File: config.mk
export PLATFORM = sky130hd
export DESIGN_NAME = bus_keeper_mux
export DESIGN_NICKNAME = d
export VERILOG_FILES = /design/src/rtl/bus_keeper_mux.sv
export SDC_FILE = /design/constraint.sdc
export NUM_CORES = 1
export LEC_CHECK = 0
export BUFFER_PORTS_ARGS = -buffer_cell sky130_fd_sc_hd__buf_4
export CAP_MARGIN = 10
export CELL_PAD_IN_SITES_DETAIL_PLACEMENT = 0
export CELL_PAD_IN_SITES_GLOBAL_PLACEMENT = 2
export CORE_AREA = 4 4 330 332
export DETAILED_ROUTE_END_ITERATION = 7
export DIE_AREA = 0 0 334 336
export MAX_ROUTING_LAYER = met4
export PLACE_DENSITY_LB_ADDON = 0.08
export RECOVER_POWER = 50
export SKIP_LAST_GASP = 1
export SYNTH_ARGS = -nofsm -noshare
export SYNTH_HDL_FRONTEND = slang
export SYNTH_SLANG_ARGS = --single-unit
File: constraint.sdc
create_clock -name clk -period 2.07 [get_ports clk]
set_input_delay 0.207 -clock clk [delete_from_list [all_inputs] [get_ports clk]]
set_output_delay 0.207 -clock clk [all_outputs]
set_load 0.05 [all_outputs]
File: src/rtl/bus_keeper_mux.sv
// Registered bus multiplexer with bus-keeper/idle-value behaviour and contention logging.
// Lowest-index driver wins when several drive enables are asserted together.
module bus_keeper_mux #(
  parameter int                    DATA_WIDTH   = 32,
  parameter int                    NUM_SOURCES  = 24,
  parameter int                    SRC_W        = $clog2(NUM_SOURCES),
  parameter int                    KEEP_ON_IDLE = 1,
  parameter logic [DATA_WIDTH-1:0] IDLE_VALUE   = {DATA_WIDTH{1'b1}},
  parameter int                    ERR_CNT_W    = 8
) (
  input  logic                              clk,
  input  logic                              reset_n,
  input  logic [NUM_SOURCES-1:0]            drive_en,
  input  logic [NUM_SOURCES*DATA_WIDTH-1:0] bus_in,
  input  logic                              clear_err,
  output logic [DATA_WIDTH-1:0]             bus_out,
  output logic [SRC_W-1:0]                  bus_src,
  output logic                              bus_valid,
  output logic                              contention,
  output logic                              err_sticky,
  output logic [ERR_CNT_W-1:0]              err_count
);

  logic [DATA_WIDTH-1:0] src_data [NUM_SOURCES];
  logic [DATA_WIDTH-1:0] sel_data;
  logic [SRC_W-1:0]      sel_idx;
  logic                  any_drive;
  logic                  multi_drive;

  genvar gi;
  generate
    for (gi = 0; gi < NUM_SOURCES; gi++) begin : g_src
      assign src_data[gi] = bus_in[gi*DATA_WIDTH +: DATA_WIDTH];
    end
  endgenerate

  assign any_drive = |drive_en;
  // Clearing the lowest set bit leaves something only if two or more bits were set.
  assign multi_drive = |(drive_en & (drive_en - NUM_SOURCES'(1)));

  always_comb begin
    sel_idx  = '0;
    sel_data = src_data[0];
    for (int i = NUM_SOURCES - 1; i >= 0; i--) begin
      if (drive_en[i]) begin
        sel_idx  = SRC_W'(i);
        sel_data = src_data[i];
      end
    end
  end

  always_ff @(posedge clk or negedge reset_n) begin
    if (!reset_n) begin
      bus_out    <= IDLE_VALUE;
      bus_src    <= '0;
      bus_valid  <= 1'b0;
      contention <= 1'b0;
      err_sticky <= 1'b0;
      err_count  <= '0;
    end else begin
      if (any_drive) begin
        bus_out   <= sel_data;
        bus_src   <= sel_idx;
        bus_valid <= 1'b1;
      end else begin
        bus_valid <= 1'b0;
        if (KEEP_ON_IDLE == 0) begin
          bus_out <= IDLE_VALUE;
        end
      end
      contention <= multi_drive;
      // A contention event in the same cycle as clear_err counts as the first new event.
      if (multi_drive) begin
        err_sticky <= 1'b1;
        if (clear_err) begin
          err_count <= ERR_CNT_W'(1);
        end else if (!(&err_count)) begin
          err_count <= err_count + ERR_CNT_W'(1);
        end
      end else if (clear_err) begin
        err_sticky <= 1'b0;
        err_count  <= '0;
      end
    end
  end

endmodule

==> results.json <==
{
  "r2r-end": "err_count[7]",
  "setup_tns_ns": -0.456,
  "synthDistinctLibCells": 63,
  "synth_ff_type": "dfstp_2",
  "antenna_found_initial": 27,
  "tightest_slew_ns": 1.77,
  "cts_tree": "built",
  "yosysWarnings": 0,
  "swShare_pct": 42.6,
  "place.gp.congestion": 0.855,
  "hold_viol_final": 0,
  "wl_met1_um": 45800,
  "end_kind": "flip-flop",
  "fin_nets": 3110,
  "portBuffers": 842,
  "comb_power_share_pct": 65.7,
  "start_util_pct": 8.75,
  "path_class": "in -> reg",
  "internal-power_w": 0.00378,
  "ys_seq_area_share_pct": 13.3,
  "hpwlAfterDp_um": 101000,
  "die_w_um": 334,
  "power_density_nw_per_um2": 320,
  "nFillCells": 12200,
  "fin_util_pct": 19.3,
  "clk_path_buf_depth": 2,
  "holdPathStages": 2,
  "wl_met2_um": 65000,
  "via_count": 15700,
  "cts_hold_buffers": 0,
  "cpPeakStageDelay_ns": 0.61,
  "path_cells": "buf_4, nor4_4, buf_4, buf_4, a21oi_1, a21oi_1, o21ai_0, nor4_4, buf_4, buf_12, or4b_2, and3b_1",
  "reg2reg_from": "err_count[3]",
  "cts_num_sinks": 48,
  "failed_checks": "capacitance limit, slew limit, setup timing",
  "grt_setup_unrepaired": "yes",
  "wl_per_cell_um": 32.0,
  "regToRegSetupSlack_ns": 0.19,
  "ir_drop_mv": 0.321,
  "outcome": "complete, but fails checks",
  "switchingPower_w": 0.00280,
  "placed_cell_area_um2": 19600,
  "synth_edf_count": 0,
  "detail-route-antenna-nets": 0,
  "hold_start": "clear_err",
  "grt_max_degree": 66,
  "synth_area_um2": 9310,
  "start_kind": "input port",
  "wl_met3_um": 7810,
  "globalRouteTotalUtil_pct": 20.8,
  "finClkSkew_ns": 0.00619,
  "drive_above_1_share_pct": 55.9,
  "final_cell_area_um2": 20500,
  "numCtsBuffers": 5,
  "root_buffer": "clkbuf_16",
  "crit_fanout": 6,
  "critPathSlowestCell": "or4b_2",
  "firstDrtPassIters": 4,
  "critPathTopFamily": "simple AND/OR/NAND/NOR gates",
  "layout_min_cycle_time_ns": 2.21,
  "p_clk_share_pct": 17.2,
  "finalCritPeriodShare_pct": 107,
  "syn_inst": 1303,
  "cts_max_level": 2,
  "whs_ns": 0.155,
  "syn_nets": 2099,
  "drcViolationCount": 0,
  "dieArea_um2": 112000,
  "cap_violations": 1,
  "grt_pass1_vias": 17800,
  "area_delta_synth_final_pct": 121,
  "p_seq_share_pct": 17.1,
  "grt_pass1_wl_um": 157000,
  "power_w": 0.00658,
  "coreArea_um2": 106000,
  "io_pins": 843,
  "gr-total-overflow": 0,
  "reg2reg_depth": 5,
  "p_leak_nw": 8.85,
  "insertion_delay_ns": 0.32,
  "via_per_inst": 4.20,
  "path_common_cell": "buf_4",
  "yosys_register_bits": 48,
  "top_layer_used": "met4",
  "drtIter0Drc": 791,
  "max_freq_mhz": 452,
  "clk_pin_slew_ns": 0.09,
  "hold_path_end": "err_count[3]",
  "arrival_ns": 2.43,
  "wl_um": 120000,
  "setup_viol": 8,
  "fp.dieH_um": 336,
  "drv_slew": 49,
  "required_ns": 2.29,
  "fp-row-count": 120,
  "crit_buf_inv": 5,
  "min_path_type": "in -> reg",
  "relSlewSlack_pct": -18.0,
  "async_flop_share_pct": 100,
  "syn-mean-instance-area_um2": 7.14,
  "setup_ws_ns": -0.141
}
-- what timing repair did --
action / in CTS / in global routing
resized for setup: 50 / 51
pin swaps: 10 / 20
gates cloned: 2 / 3
buffers inserted: 7 / 8
endpoints found under the setup margin: 46 / 33
-- layout make-up --
cell class / count / area (um^2) / area share (%)
Clock buffer: 6 / 139 / 0.676
Tap cell: 1403 / 1760 / 8.54
Inverter: 64 / 240 / 1.17
Antenna cell: 26 / 65.1 / 0.317
Clock inverter: 2 / 38.8 / 0.189
Multi-Input combinational cell: 1042 / 7760 / 37.8
Timing Repair Buffer: 1153 / 9300 / 45.3
Sequential cell: 48 / 1240 / 6.04
-- sequential cells by signal, summed over array words and instances (netlist names) --
register,cells
err_count,8
bus_valid,1
bus_out,32
err_sticky,1
contention,1
bus_src,5
-- how the worst max path moves through the flow --
| stage | startpoint | end | slack, ns | cells past startpoint |
|---|---|---|---|---|
| 2_1_floorplan | drive_en[5] | err_count[7] | -0.14 | 9 |
| 3_3_place_gp | drive_en[4] | bus_out[8] | -1.33 | 9 |
| 3_5_place_dp | drive_en[12] | err_count[0] | -0.97 | 12 |
| 4_1_cts | drive_en[12] | err_count[0] | -0.32 | 12 |
| 5_1_grt | drive_en[14] | err_count[0] | -0.25 | 12 |
| 6_report | drive_en[5] | err_count[7] | -0.14 | 12 |
-- cell usage after synthesis, drive strengths merged, types with 2 or more instances --
library cell | instances | area [um^2]
clkbuf | 129 | 484
nand2 | 114 | 428
o21ai | 100 | 500
a21oi | 99 | 495
a221oi | 95 | 832
a221o | 92 | 921
nor2b | 85 | 532
inv | 63 | 236
nor3 | 48 | 245
a211oi | 41 | 308
o211ai | 39 | 293
mux2i | 36 | 360
a2111oi | 34 | 304
a22o | 33 | 289
dfstp | 32 | 841
nor4 | 29 | 218
nor2 | 27 | 104
nand2b | 22 | 138
buf | 20 | 82.6
mux2 | 20 | 225
o2111ai | 20 | 175
a2bb2oi | 19 | 166
dfrtp | 16 | 400
o221ai | 12 | 105
o221a | 10 | 113
o22a | 10 | 87.6
nand3 | 6 | 30.0
nand4 | 6 | 43.8
or3 | 6 | 37.5
o31ai | 5 | 37.5
a31oi | 4 | 25.0
or2 | 4 | 25.0
o311ai | 3 | 26.3
a21o | 2 | 15.0
a22oi | 2 | 15.0
o32ai | 2 | 17.5
or3b | 2 | 17.5
-- per-stage QoR --
step	cells	setup slack, ns
after floorplan	1303	-0.144
final	3744	-0.141
after global routing	3741	-0.249
after CTS	3707	-0.317
after global placement	3685	-1.33
after detailed placement	3690	-0.974
-- cells in the final DEF (no fill, tap or decap), types with 11 or more instances in the layout --
| cell type | count |
|---|---|
| a221oi_1 | 88 |
| diode_2 | 26 |
| o2111ai_1 | 13 |
| a221o_1 | 91 |
| buf_6 | 12 |
| a21oi_1 | 95 |
| a22o_1 | 32 |
| dfrtp_1 | 16 |
| o221ai_1 | 12 |
| dfstp_2 | 32 |
| nand2_1 | 114 |
| nor4_1 | 22 |
| mux2i_1 | 35 |
| nor3_1 | 43 |
| buf_12 | 44 |
| a2111oi_0 | 19 |
| a211oi_1 | 39 |
| nor2b_1 | 76 |
| o21ai_0 | 92 |
| nand2b_1 | 22 |
| clkbuf_1 | 11 |
| inv_1 | 61 |
| mux2_2 | 19 |
| buf_4 | 1074 |
| o211ai_1 | 39 |
| nor2_1 | 23 |
-- kinds of logic (layout without fill, tap and decap cells) --
kind of cell	Yosys count	in the layout	synth area share, %
AO/OA/AOI/OAI	630	630	51.5
adder cells (fa/ha/maj)	1	1	0.134
buffers and inverters	213	1225	8.67
flip-flops	48	48	13.3
multiplexers	56	56	6.29
other	0	26	0
AND/OR/NAND/NOR	355	355	20.0
-- power by group through the flow --
stage          Sequential, W  Combinational [W]  Clock [W]
6_report             0.00113            0.00433    0.00113
5_1_grt              0.00114            0.00463    0.00122
4_1_cts              0.00113            0.00440    0.00121
3_5_place_dp         0.00114            0.00434          0
3_3_place_gp         0.00114            0.00433          0
2_1_floorplan        0.00140            0.00117          0
-- routing by layer --
| layer | vias to the layer above | GRT usage (%) |
|---|---|---|
| met1 | 7743 | 22.1 |
| met4 | 0 | 1.80 |
| li1 | 7326 | - |
| met2 | 596 | 40.1 |
| met3 | 43 | 5.50 |
| met5 | - | - |
No activity file was read; power rests on OpenSTA's default activity.
